$ cat config.mk
export PLATFORM = sky130hd
export DESIGN_NAME = fsmc_bus_scheduler
export DESIGN_NICKNAME = d
export VERILOG_FILES = /design/src/rtl/fsmc_bus_scheduler.sv
export SDC_FILE = /design/constraint.sdc
export NUM_CORES = 1
export LEC_CHECK = 0
export CORE_AREA = 2 2 86 72
export DETAILED_ROUTE_END_ITERATION = 8
export DIE_AREA = 0 0 88 74
export DONT_BUFFER_PORTS = 1
export MAX_ROUTING_LAYER = met4
export PLACE_DENSITY = 0.71
export SKIP_CTS_REPAIR_TIMING = 1
export SYNTH_ARGS = -nofsm -noshare
export SYNTH_HDL_FRONTEND = slang
export SYNTH_SLANG_ARGS = --single-unit
$ cat constraint.sdc
create_clock -name clk -period 1.9 [get_ports clk]
set_input_delay 0.57 -clock clk [delete_from_list [all_inputs] [get_ports clk]]
set_output_delay 0.57 -clock clk [all_outputs]
set_load 0.03 [all_outputs]
$ cat src/rtl/fsmc_bus_scheduler.sv
// fsmc_bus_scheduler: bridges one-hot FSMC chip selects to four slave ports.
// An access latches the address at cs rise, decides read/write from the
// synchronized strobes, issues a level request to the selected slave, and
// holds read data on module_out until the front end releases cs.
// Optional build macro: FSMC_SCHED_TIMEOUT_EN adds a slave-ack timeout.
module fsmc_bus_scheduler #(
    parameter int          TIMEOUT_CYCLES = 16,
    parameter logic [15:0] ERR_DATA       = 16'hDEAD
) (
    input  logic        clk,
    input  logic        reset,
    input  logic [3:0]  cs,
    input  logic [15:0] module_in,
    input  logic        NWE,
    input  logic        NOE,
    output logic [15:0] module_out,
    output logic [15:0] slv_addr,
    output logic [15:0] slv_wdata,
    output logic [3:0]  slv_wr,
    output logic [3:0]  slv_rd,
    input  logic [3:0]  slv_ack,
    input  logic [63:0] slv_rdata,
    output logic        busy,
    output logic        err,
    input  logic        err_clr
);

    if (TIMEOUT_CYCLES < 2 || TIMEOUT_CYCLES > 255) begin : g_timeout_range
        $error("fsmc_bus_scheduler: TIMEOUT_CYCLES must be within 2..255");
    end

    typedef enum logic [2:0] {
        IDLE, DECIDE, WR_WAIT, WR_ISSUE, RD_REQ, RD_HOLD
    } state_t;

    state_t      state, state_n;
    logic        nwe_q1, nwe_s, noe_q1, noe_s;
    logic [3:0]  cs_lat;
    logic [1:0]  ch;
    logic        ack_sel;
    logic [15:0] rdata_sel;
    logic        cs_switch;
    logic        start, latch_addr, latch_wdata, load_rd, load_err, err_set;
    logic        tmo;

    function automatic logic [1:0] onehot_index(input logic [3:0] v);
        case (v)
            4'b0010: onehot_index = 2'd1;
            4'b0100: onehot_index = 2'd2;
            4'b1000: onehot_index = 2'd3;
            default: onehot_index = 2'd0;
        endcase
    endfunction

    assign ack_sel   = slv_ack[ch];
    assign rdata_sel = slv_rdata[{ch, 4'b0000} +: 16];
    // A different nonzero select while an access is open ends that access.
    assign cs_switch = (cs != 4'b0000) && (cs != cs_lat);

    // Two-flop synchronizers for the raw FSMC strobes (idle high).
    always_ff @(posedge clk or negedge reset) begin
        if (!reset) begin
            nwe_q1 <= 1'b1;
            nwe_s  <= 1'b1;
            noe_q1 <= 1'b1;
            noe_s  <= 1'b1;
        end else begin
            nwe_q1 <= NWE;
            nwe_s  <= nwe_q1;
            noe_q1 <= NOE;
            noe_s  <= noe_q1;
        end
    end

`ifdef FSMC_SCHED_TIMEOUT_EN
    logic [7:0] tmo_cnt;

    // Count cycles an outstanding slave request has waited for its ack.
    always_ff @(posedge clk or negedge reset) begin
        if (!reset) begin
            tmo_cnt <= 8'd0;
        end else if ((state == WR_ISSUE || state == RD_REQ) && !ack_sel && !tmo) begin
            tmo_cnt <= tmo_cnt + 8'd1;
        end else begin
            tmo_cnt <= 8'd0;
        end
    end

    assign tmo = (tmo_cnt == 8'(TIMEOUT_CYCLES - 1));
`else
    assign tmo = 1'b0;
`endif

    // State register.
    always_ff @(posedge clk or negedge reset) begin
        if (!reset) state <= IDLE;
        else        state <= state_n;
    end

    // Next-state logic plus the datapath load strobes for this transition.
    always_comb begin
        state_n     = state;
        start       = 1'b0;
        latch_addr  = 1'b0;
        latch_wdata = 1'b0;
        load_rd     = 1'b0;
        load_err    = 1'b0;
        err_set     = 1'b0;
        case (state)
            IDLE: begin
                if (cs != 4'b0000) begin
                    start = 1'b1;
                    if ($onehot(cs)) begin
                        latch_addr = 1'b1;
                        state_n    = DECIDE;
                    end else begin
                        err_set  = 1'b1;
                        load_err = 1'b1;
                        state_n  = RD_HOLD;
                    end
                end
            end
            DECIDE: begin
                if (cs_switch)          state_n = IDLE;
                else if (!noe_s)        state_n = RD_REQ;
                else if (!nwe_s)        state_n = WR_WAIT;
                else if (cs == 4'b0000) state_n = IDLE;
            end
            WR_WAIT: begin
                if (cs == 4'b0000) begin
                    latch_wdata = 1'b1;
                    state_n     = WR_ISSUE;
                end else if (cs_switch) begin
                    err_set = 1'b1;
                    state_n = IDLE;
                end
            end
            WR_ISSUE: begin
                if (ack_sel) begin
                    state_n = IDLE;
                end else if (tmo) begin
                    err_set = 1'b1;
                    state_n = IDLE;
                end
            end
            RD_REQ: begin
                if (ack_sel) begin
                    load_rd = 1'b1;
                    state_n = RD_HOLD;
                end else if (tmo) begin
                    err_set  = 1'b1;
                    load_err = 1'b1;
                    state_n  = RD_HOLD;
                end
            end
            RD_HOLD: begin
                if (cs == 4'b0000 || cs_switch) state_n = IDLE;
            end
            default: state_n = IDLE;
        endcase
    end

    // Slave requests and busy decode directly from state, so reset drops them at once.
    always_comb begin
        slv_wr = 4'b0000;
        slv_rd = 4'b0000;
        busy   = (state != IDLE);
        if (state == WR_ISSUE) slv_wr = 4'b0001 << ch;
        if (state == RD_REQ)   slv_rd = 4'b0001 << ch;
    end

    // Address/data latches, returned read data and the sticky error flag.
    always_ff @(posedge clk or negedge reset) begin
        if (!reset) begin
            cs_lat     <= 4'b0000;
            ch         <= 2'd0;
            slv_addr   <= 16'h0000;
            slv_wdata  <= 16'h0000;
            module_out <= 16'hFFFF;
            err        <= 1'b0;
        end else begin
            if (start)       cs_lat    <= cs;
            if (latch_addr) begin
                slv_addr <= module_in;
                ch       <= onehot_index(cs);
            end
            if (latch_wdata) slv_wdata <= module_in;
            if (load_rd)       module_out <= rdata_sel;
            else if (load_err) module_out <= ERR_DATA;
            if (err_set)      err <= 1'b1;
            else if (err_clr) err <= 1'b0;
        end
    end

endmodule
# ---- Yosys cells after proc, flatten, opt, wreduce, memory -nomap -nowiden
# Index checks and enable logic that the tools add are counted.
dict set report totals {
  out_inout_bits 58
  mem_bits_ro 0
  wordCells 78
  latchBits 0
  mem_bits_rw 0
  in_bits 93
  reg_bits 62
  memories 0
}
dict set report op_classes {
  shifts 2
  n_reduce_logical 9
  bitwise_logic 0
  magnitude_cmp 1
  div_mod_pow 0
  n_mux 36
  n_mul 0
  add_sub_neg 3
  eq_ne 16
}
# operator count
set op_table {}
lappend op_table {{$shiftx A64 B7 Y16} 1}
lappend op_table {{$mux W3} 11}
lappend op_table {{$mux W16} 2}
lappend op_table {{$pmux W3 S6} 1}
lappend op_table {{$mux W1} 17}
lappend op_table {{$mux W4} 2}
lappend op_table {{$ne A2 B2 Y1 const B} 4}
lappend op_table {{$eq A3 B1 Y1 const B} 2}
lappend op_table {{$eq A3 B2 Y1 const B} 2}
lappend op_table {{$eq A3 B3 Y1 const B} 2}
lappend op_table {{$pmux W2 S3} 1}
lappend op_table {{$reduce_and A6 Y1} 1}
lappend op_table {{$ne A5 B5 Y1 const B} 1}
lappend op_table {{$add A1 B1 Y2} 2}
lappend op_table {{$eq A4 B2 Y1 const B} 1}
lappend op_table {{$eq A4 B3 Y1 const B} 1}
lappend op_table {{$eq A4 B4 Y1 const B} 1}
lappend op_table {{$logic_not A4 Y1} 1}
lappend op_table {{$ne A4 B4 Y1} 1}
lappend op_table {{$reduce_bool A2 Y1} 2}
lappend op_table {{$reduce_bool A4 Y1} 1}
lappend op_table {{$shl A1 B2 Y4 const A} 1}
lappend op_table {{$add A2 B2 Y3} 1}
lappend op_table {{$logic_not A3 Y1} 1}
lappend op_table {{7 further kinds} 7}

# ---- Logic depth before layout (Yosys ltp)
# Gate-level depths: netlist of the first run.
dict set report logic_depth {
  word_depth 8
  ltp_mapped 11
  ltp_nobuf 9
}

# ---- Least setup slack after synthesis of the first run
# OpenSTA, ideal clock, no wires.
dict set report synth_path {
  path_type {input to register}
  startpoint {in cs[3]}
  endpoint {reg slv_addr[0]}
  setup_slack_ns -1.061
  n_path_buf 2
  cell_stages 10
  required_ns 1.772
  setup_ns 0.128
  arrival_ns 2.834
  path_cell_list {buf_6 inv_1 fa_1 inv_1 ha_1 ha_1 nor3b_1 nand3_1 clkbuf_1 mux2_1}
}
dict set report synth_between {
  elab_chain_cells 6
  elab_cells_between_ends 7
  classes_between {add/sub: 2; eq/ne: 1; mux: 3; reduce/logical: 1}
}
# item line
set synth_rtl {}
lappend synth_rtl {{start: declaration} 12} ;# input logic [3:0] cs,
lappend synth_rtl {{$add A1 B1 Y2 (not written as such)} 113} ;# if ($onehot(cs)) begin
lappend synth_rtl {{$add A2 B2 Y3 (not written as such)} 113}
lappend synth_rtl {{$eq A3 B1 Y1} 113}
lappend synth_rtl {{$mux W1} 113}
lappend synth_rtl {{$mux W1 *} 111} ;# if (cs != 4'b0000) begin
lappend synth_rtl {{$mux W1 *} 109} ;# case (state)
lappend synth_rtl {{end signal: assignment} 184} ;# slv_addr <= module_in;
lappend synth_rtl {{end: declaration} 17} ;# output logic [15:0] slv_addr,
# Every way passes the cells marked *; elsewhere a longest branch is shown, timed or not.
# A chain may end at the register's enable or synchronous reset.

# ---- Worst setup path in the final report of the first run
dict set report layout_path {
  startpoint {in cs[0]}
  endpoint {reg slv_addr[1]}
}
# The elaborated chain is that of the path after synthesis.

==> results of run 1 <==
==> sequential cells by signal, summed over array words and instances (netlist names) <==
name	count
err	1
nwe_q1	1
ch	2
noe_s	1
noe_q1	1
state	3
slv_addr	16
nwe_s	1
module_out	16
slv_wdata	16
cs_lat	4
==> power by group <==
group,switching [W],total [W],internal (W),leakage [nW]
logic,0.00110,0.00252,0.00142,0.949
clock network,0.000552,0.00116,0.000609,0.0996
registers,0.000932,0.00275,0.00182,0.745
==> per-stage QoR <==
stage	setup TNS [ns]	setup slack (ns)	cells	instance area, um2
finish	-7.95	-0.285	372	4110
global route	-10.55	-0.339	372	4110
CTS	-11.16	-0.372	349	3670
detailed placement	-28.48	-0.733	333	3470
global placement	-28.45	-0.751	333	3470
floorplan	-22.38	-0.663	237	3230
==> kinds of logic (layout without fill, tap and decap cells) <==
| kind of cell | Yosys count | count (layout) | synth area share |
|---|---|---|---|
| DFF | 62 | 62 | 0.505 |
| muxes | 53 | 53 | 0.247 |
| xor gates and xnor gates | 5 | 5 | 0.0188 |
| buffers and inverters | 35 | 89 | 0.0493 |
| adders and majority gates | 5 | 5 | 0.0224 |
| AOI/OAI and AO/OA | 34 | 34 | 0.0837 |
| and+or+nand+nor | 43 | 43 | 0.0741 |
==> critical path, stage by stage <==
cell and delay, ns:
inv_8 0.01, fa_1 0.52, inv_1 0.04, ha_2 0.17, ha_4 0.22, nor3b_4 0.22, nand3_4 0.14, clkbuf_16 0.20
mux2_1 0.31
==> layout make-up <==
| type | instances | area share |
|---|---|---|
| inverters | 19 | 0.0207 |
| clock inverters | 7 | 0.0179 |
| repair buffers | 54 | 0.130 |
| clock buffers | 9 | 0.0301 |
| multi-input cells | 140 | 0.392 |
| flip-flops and latches | 62 | 0.385 |
| well taps | 81 | 0.0246 |
==> worst paths after layout <==
| path | to | slack (ns) | cells after the start | startpoint |
|---|---|---|---|---|
| min | slv_addr[3]$_DFFE_PN0P_ | 0.06 | 1 | reset |
| min in group clk | nwe_q1$_DFF_PN1_ | 0.22 | 0 | NWE |
| min reg2reg | noe_s$_DFF_PN1_ | 0.36 | 0 | noe_q1$_DFF_PN1_ |
| max reg2reg | state[2]$_DFFE_PN0P_ | 0.03 | 5 | cs_lat[0]$_DFFE_PN0P_ |
| max | slv_addr[1]$_DFFE_PN0P_ | -0.29 | 9 | cs[0] |
| max in group asynchronous | state[0]$_DFFE_PN0P_ | 1.63 | 1 | reset |
==> metal layers <==
metal	global-route usage	up-vias
li1	-	964
met1	0.240	1085
met2	0.350	87
met3	0.0777	11
met4	0.0752	0
met5	-	-
==> cell usage in the layout (no fill, tap or decap), types with 6 or more instances in the layout <==
cell type | Yosys | layout
buf_4 | 0 | 37
buf_6 | 2 | 11
clkbuf_8 | 0 | 9
dfrtp_1 | 42 | 38
dfstp_2 | 20 | 20
inv_1 | 19 | 15
mux2_1 | 33 | 21
mux2_4 | 0 | 12
mux4_2 | 16 | 16
nand2_1 | 11 | 9
nor2_4 | 0 | 6
o22a_1 | 12 | 12
o22ai_1 | 7 | 7
==> flow_summary.yaml, run 1 <==
global_route:
  grt_remaining_overflow: 0
  maximum_number_of_pins_on_one_net_before_global_route_repair: 63
  grt_first_pass_wirelength_mm: 9.96
  first_global_vias: 2107
  grt_util_all_layers: 0.212
  antenna_found_initial: 0
finish:
  fin_util: 0.726
  final-seq-area_um2: 1580
  finish.net_count: 384
  area_growth_syn_to_layout_pct: 31.6
  fillCellCount: 383
  multi_input_area_um2: 1610
  antenna-diode-count: 0
  layout-drive-gt1-share: 0.536
sta:
  final_cycle_share: 1.15
  slew_violations: 0
  relSlewSlack: 0.736
  grt_setup_unrepaired: "yes"
  max_freq_ghz: 0.458
  finalSetupViolCount: 45
  worstMarginPinSlew_ns: 0.385
  final.setup.worst_slack_ns: -0.285
  holdWs_ns: 0.0571
  timing.final.crit_period_ns: 2.19
  fin_skew_ns: 0.00659
  timing.final.hold_violations: 0
synth:
  mappedNetlistArea_um2: 3120
  synth_most_common_cell: "dfrtp_1"
  post_synth_main_area_contributors: "dfrtp_1 34%, dfstp_2 17%, mux2_1 12%"
  synthDistinctLibCells: 39
  synth_ff_type: "dfrtp_1"
  postSynthRegisterBits: 62
  async_reset_ff_frac: 1.00
  netlist_instances: 237
  synth_warnings: 0
  yosysSeqAreaShare: 0.505
  synth_area_per_cell_um2: 13.2
  synth_fp_nets: 335
  post-synth-top-area-cell: "dfrtp_1"
  synth_edf_count: 0
  synthDominantCellAreaShare: 0.336
  yosys-top-cells-count: "42 x dfrtp_1, 33 x mux2_1, 20 x dfstp_2"
detailed_routing:
  drt_iter0_markers: 86
  number_of_optimization_iterations_in_the_first_detailed_route_pass: 4
  highest_layer: "met4"
  drcViolationCount: 0
  vias_per_cell: 5.77
  via_count: 2147
  antenna_left: 0
  totalWireLength_mm: 7.54
  sum_of_met2_wire_segment_lengths_after_detailed_routing_mm: 3.92
  met3_wire_length_um: 569
  routed_length_per_placed_instance_um: 20.3
  wl_met1_mm: 2.95
hold_path:
  hold_path_class: "input port to async pin"
status:
  run_status: "finished with violations"
  violated_checks: "negative setup slack"
cts:
  clock_latency_ns: 0.34
  clock_tree.buffer_depth: 2
  path_clk_slew_ns: 0.07
  cts_tree: "yes"
  cts_htree_levels: 3
  cts-buffers-inserted: 9
  clockRootBuffer: "clkbuf_8"
  cts_num_sinks: 62
pwr:
  leakagePower_nw: 1.79
  design_power_total_w: 0.00643
  power.density_nw_per_um2: 1560
  irDropWorstVdd_uv: 960
place:
  hpwl_mm: 4.97
  placement.io_buffers: 0
  routabilityCongestion: 0.775
floorplan:
  floorplan.die_area_um2: 6510
  floorplan.rows: 25
  dieHeight_um: 74
  chipWidth_um: 88
  pin_count: 151
  start_util: 0.552
  coreArea_um2: 5660
worst_setup_path:
  cp-start-kind: "input port"
  criticalPathCategory: "input port to register"
  critPathRequiredTime_ns: 2.13
  worstSetupEndpointType: "register"
  critPathMaxFanout: 8
  critPathArrivalTime_ns: 2.41
run:
  maxCapViolCount: 0
Power figures use the tool's default switching activity.
==> run 2, diff against run 1 <==
--- a/config.mk
+++ b/config.mk
@@ -10,7 +10,7 @@
 export DIE_AREA = 0 0 88 74
 export DONT_BUFFER_PORTS = 1
 export MAX_ROUTING_LAYER = met4
-export PLACE_DENSITY = 0.71
+export PLACE_DENSITY = 0.83
 export SKIP_CTS_REPAIR_TIMING = 1
 export SYNTH_ARGS = -nofsm -noshare
 export SYNTH_HDL_FRONTEND = slang
==> constraint.sdc (replaced) <==
create_clock -name clk -period 2.6 [get_ports clk]
set_input_delay 0.78 -clock clk [delete_from_list [all_inputs] [get_ports clk]]
set_output_delay 0.78 -clock clk [all_outputs]
set_load 0.03 [all_outputs]
==> run 2 against run 1 <==
Compared with the run above:
- the flow now finishes without violations
- setup slack gained 0.43 ns
- hold slack gained 0.083 ns
- design area shrank 12%
- clock skew shrank 0.0024 ns
- clock power shrank 22%
- die area is the same
- highest routed layer unchanged
==> flow_summary.yaml, run 2 (synthesis gave the netlist of run 1 again) <==
sta:
  grt_setup_unrepaired: "no"
  slew_violations: 0
  relSlewSlack: 0.691
  fin_skew_ns: 0.00423
  worstMarginPinSlew_ns: 0.453
  finalSetupViolCount: 0
  timing.final.hold_violations: 0
  max_freq_ghz: 0.407
  final.setup.worst_slack_ns: 0.143
  final_cycle_share: 0.945
  timing.final.crit_period_ns: 2.46
finish:
  layout-drive-gt1-share: 0.356
  commonest_non_fill_non_tap_cells_in_the_layout: "42 x dfrtp_1, 29 x mux2_1, 21 x buf_4, 20 x dfstp_2, 17 x inv_1"
  antenna-diode-count: 0
  post_layout_nonfiller_instances: 342
  post-route-cell-area_um2: 3630
  top_regs: "module_out x16, slv_addr x16, slv_wdata x16"
  final_common_cell: "dfrtp_1"
  fin_util: 0.641
  finish.net_count: 354
  area_growth_syn_to_layout_pct: 16.2
pwr:
  leakagePower_nw: 1.56
  swShare: 0.395
  power.density_nw_per_um2: 1150
  power_dissipated_by_switching_net_loads_w: 0.00165
  power_share_of_the_clock_group: 0.217
  power_report.internal_total_w: 0.00253
  power.sequential.fraction: 0.491
  comb_power_frac: 0.292
  irDropWorstVdd_uv: 679
worst_setup_path:
  critPathArrivalTime_ns: 2.67
  slowest_stage: "fa_1"
  cp-start-kind: "input port"
  criticalPathCategory: "input port to register"
  crit_chain: "inv_2, fa_1, inv_1, ha_2, ha_4, nor3b_4, nand3_2, buf_12, mux2_1"
  regToRegSetupSlack_ns: 0.69
  critPathRequiredTime_ns: 2.81
  worstSetupEndpointType: "register"
  critPathMaxFanout: 16
  worst_path_largest_cell_delay_ns: 0.53
floorplan:
  coreArea_um2: 5660
  floorplan.die_area_um2: 6510
  pin_count: 151
  start_util: 0.552
  dieHeight_um: 74
  floorplan.rows: 25
  chipWidth_um: 88
detailed_routing:
  totalWireLength_mm: 6.42
  via_count: 1966
  vias_per_cell: 5.75
  routed_length_per_placed_instance_um: 18.8
  drt_iter0_markers: 84
  antenna_left: 0
  number_of_optimization_iterations_in_the_first_detailed_route_pass: 4
  drcViolationCount: 0
cts:
  cts_num_sinks: 62
  clockRootBuffer: "clkbuf_8"
  cts_htree_levels: 3
  cts_tree: "yes"
  path_clk_slew_ns: 0.07
  cts-buffers-inserted: 9
  clock_latency_ns: 0.33
  clock_tree.buffer_depth: 2
place:
  hpwl_mm: 4.84
  routabilityCongestion: 0.775
  pre_cts_slack_ns: -0.285
  detailed_place.area_um2: 3410
  placement.io_buffers: 0
  dpl.cell_count: 326
global_route:
  first_global_vias: 2036
  antenna_found_initial: 0
  grt_remaining_overflow: 0
  grt_first_pass_wirelength_mm: 9.92
  grt_util_all_layers: 0.209
  maximum_number_of_pins_on_one_net_before_global_route_repair: 63
run:
  maxCapViolCount: 0
status:
  run_status: "completed"
hold_path:
  hold_path_class: "input port to async pin"
[run 2: per-stage QoR]
step	setup TNS, ns	hold slack (ns)	total power, W
floorplan	-2.80	0.345	0.00299
global placement	-5.27	0.346	0.00323
detailed placement	-6.89	0.349	0.00328
CTS	0	0.120	0.00421
global route	0	0.112	0.00441
finish	0	0.140	0.00417
[run 2: worst paths after layout]
check,startpoint,end,cells past startpoint
min in group clk,nwe_q1$_DFF_PN1_,nwe_s$_DFF_PN1_,0
hold / removal,reset,cs_lat[0]$_DFFE_PN0P_,0
setup reg to reg,ch[1]$_DFFE_PN0P_,state[0]$_DFFE_PN0P_,5
hold reg to reg,nwe_q1$_DFF_PN1_,nwe_s$_DFF_PN1_,0
setup / recovery,cs[0],slv_addr[2]$_DFFE_PN0P_,9
max in group asynchronous,reset,module_out[7]$_DFFE_PN1P_,0
[run 2: final cells by class]
class                   instances  area [um2]
flip-flops and latches         62        1580
repair buffers                 24         218
multi-input cells             140        1450
fillers                       451        2030
clock buffers                  10         128
well taps                      81         101
clock inverters                 6        86.3
inverters                      19        73.8
[run 2: critical path, delay by kind of cell]
family	cells	cell delay (ns)
adders and majority gates	3	0.92
and+or+nand+nor	2	0.37
muxes	1	0.32
buffers and inverters	3	0.26
[run 2: metal layers]
| metal | global-route usage | vias to the layer above | wire, um |
|---|---|---|---|
| met1 | 0.256 | 983 | 2660 |
| li1 | - | 895 | - |
| met3 | 0.0677 | 10 | 440 |
| met4 | 0.0684 | 0 | 77 |
| met5 | - | - | 0 |
| met2 | 0.332 | 78 | 3240 |
[run 2: power by group through the flow]
stage               clock [W]  combinational, W  sequential [W]
finish               0.000907           0.00122         0.00205
global route         0.000976           0.00134         0.00209
CTS                  0.000935           0.00122         0.00206
detailed placement          0           0.00121         0.00207
global placement            0           0.00118         0.00205
floorplan                   0           0.00106         0.00194
==> run 3, diff against run 2 <==
--- a/config.mk
+++ b/config.mk
@@ -9,8 +9,9 @@
 export DETAILED_ROUTE_END_ITERATION = 8
 export DIE_AREA = 0 0 88 74
 export DONT_BUFFER_PORTS = 1
+export GPL_ROUTABILITY_DRIVEN = 0
 export MAX_ROUTING_LAYER = met4
-export PLACE_DENSITY = 0.83
+export PLACE_DENSITY_LB_ADDON = 0.15
 export SKIP_CTS_REPAIR_TIMING = 1
 export SYNTH_ARGS = -nofsm -noshare
 export SYNTH_HDL_FRONTEND = slang
==> run 3 against run 2 <==
Compared with the run above:
- combinational power about the same
- critical path type unchanged
- sequential cell count is the same
- clock power rose by 1%
==> flow_summary.yaml, run 3 (synthesis gave the netlist of run 1 again) <==
status:
  run_status: "completed"
worst_setup_path:
  timing.critical_path.depth: 9
  worst_setup_path_startpoint: "cs[1]"
  rr_startpoint: "ch[0]$_DFFE_PN0P_"
  critPathTopFamily: "adder cells"
  critPathRequiredTime_ns: 2.82
  cp_num_buf_inv: 3
  cpMostUsedCell: "inv_1"
  criticalPathCategory: "input port to register"
  crit_chain: "inv_1, fa_1, inv_1, ha_2, ha_4, nor3b_4, nand3_2, buf_12, mux2_1"
  cp_endpoint: "slv_addr[5]$_DFFE_PN0P_"
  cp-start-kind: "input port"
  slowest_stage: "fa_1"
  regToRegSetupSlack_ns: 0.64
  worstReg2RegEnd: "state[0]$_DFFE_PN0P_"
  critPathMaxFanout: 20
  critPathArrivalTime_ns: 2.66
  worst_path_largest_cell_delay_ns: 0.52
  r2r.worst_path.cells: 4
  worstSetupEndpointType: "register"
finish:
  antenna-diode-count: 0
  final_common_cell: "dfrtp_1"
  area_growth_syn_to_layout_pct: 14.6
  fillCellCount: 417
  top_regs: "module_out x16, slv_addr x16, slv_wdata x16"
  post_layout_nonfiller_instances: 337
  finish.net_count: 349
  post-route-cell-area_um2: 3580
  fin_util: 0.632
  commonest_non_fill_non_tap_cells_in_the_layout: "42 x dfrtp_1, 29 x mux2_1, 20 x dfstp_2, 17 x inv_1, 17 x buf_4"
  layout-drive-gt1-share: 0.344
sta:
  worstMarginPinSlew_ns: 0.572
  finalSetupViolCount: 0
  final.setup.worst_slack_ns: 0.164
  fin_skew_ns: 0.00627
  max_freq_ghz: 0.411
  timing.final.crit_period_ns: 2.44
  grt_setup_unrepaired: "no"
  slew_violations: 0
  final_cycle_share: 0.937
  relSlewSlack: 0.619
  timing.final.hold_violations: 0
detailed_routing:
  totalWireLength_mm: 6.94
  drt_iter0_markers: 100
  vias_per_cell: 5.91
  number_of_optimization_iterations_in_the_first_detailed_route_pass: 5
  routed_length_per_placed_instance_um: 20.6
  antenna_left: 0
  via_count: 1990
  drcViolationCount: 0
global_route:
  grt_first_pass_wirelength_mm: 10.4
  grt_remaining_overflow: 0
  grt_util_all_layers: 0.223
  antenna_found_initial: 0
  first_global_vias: 2153
  maximum_number_of_pins_on_one_net_before_global_route_repair: 63
floorplan:
  pin_count: 151
  dieHeight_um: 74
  floorplan.die_area_um2: 6510
  chipWidth_um: 88
  start_util: 0.552
  coreArea_um2: 5660
  floorplan.rows: 25
run:
  maxCapViolCount: 0
place:
  detailed_place.area_um2: 3360
  pre_cts_slack_ns: -0.302
  hpwl_mm: 5.22
  placement.io_buffers: 0
  dpl.cell_count: 321
pwr:
  leakagePower_nw: 1.53
  irDropWorstVdd_uv: 578
  design_power_total_w: 0.00416
  power.density_nw_per_um2: 1160
hold_path:
  hold_path_class: "input port to async pin"
cts:
  cts_htree_levels: 3
  path_clk_slew_ns: 0.07
  clockRootBuffer: "clkbuf_8"
  cts_num_sinks: 62
  clock_tree.buffer_depth: 2
  cts-buffers-inserted: 9
  cts_tree: "yes"
  clock_latency_ns: 0.34
[run 3: cell types whose count changed in the layout (fill, tap and decap cells not counted), sizes merged]
cell | before | now
buf | 24 | 19
[run 3: metrics by stage]
stage                     hold WS (ns)  setup TNS, ns
final                            0.128              0
after global routing            0.0965              0
after CTS                        0.104              0
after detailed placement         0.347          -7.45
after global placement           0.345          -3.99
after floorplan                  0.345          -2.80
[run 3: layout make-up]
type,count,area [um2],share of cell area
well taps,81,101,0.0283
clock buffers,10,128,0.0356
flip-flops and latches,62,1580,0.440
inverters,19,73.8,0.0206
repair buffers,19,168,0.0468
clock inverters,6,86.3,0.0241
multi-input cells,140,1450,0.404
[run 3: worst min path at each step]
stage	start	endpoint	slack, ns	depth (start not counted)
2_1_floorplan	noe_q1$_DFF_PN1_	noe_s$_DFF_PN1_	0.35	0
3_3_place_gp	noe_q1$_DFF_PN1_	noe_s$_DFF_PN1_	0.35	0
3_5_place_dp	noe_q1$_DFF_PN1_	noe_s$_DFF_PN1_	0.35	0
4_1_cts	reset	slv_addr[4]$_DFFE_PN0P_	0.10	0
5_1_grt	reset	slv_addr[4]$_DFFE_PN0P_	0.1	0
6_report	reset	slv_addr[4]$_DFFE_PN0P_	0.13	0
[run 3: metal layers]
metal  vias up  track usage  share of wire  routed length (um)
li1        886            -              -                   -
met1      1006        0.257           0.39                2690
met2        86        0.368           0.51                3570
met3        12       0.0810          0.084                 586
met4         0       0.0650          0.014                  95
met5         -            -              0                   0
[run 3: power by group]
part | leakage (nW) | switching [W] | internal, W
clock network | 0.106 | 0.000379 | 0.000538
logic | 0.677 | 0.000568 | 0.000633
registers | 0.750 | 0.000722 | 0.00132
total | 1.53 | 0.00167 | 0.00249
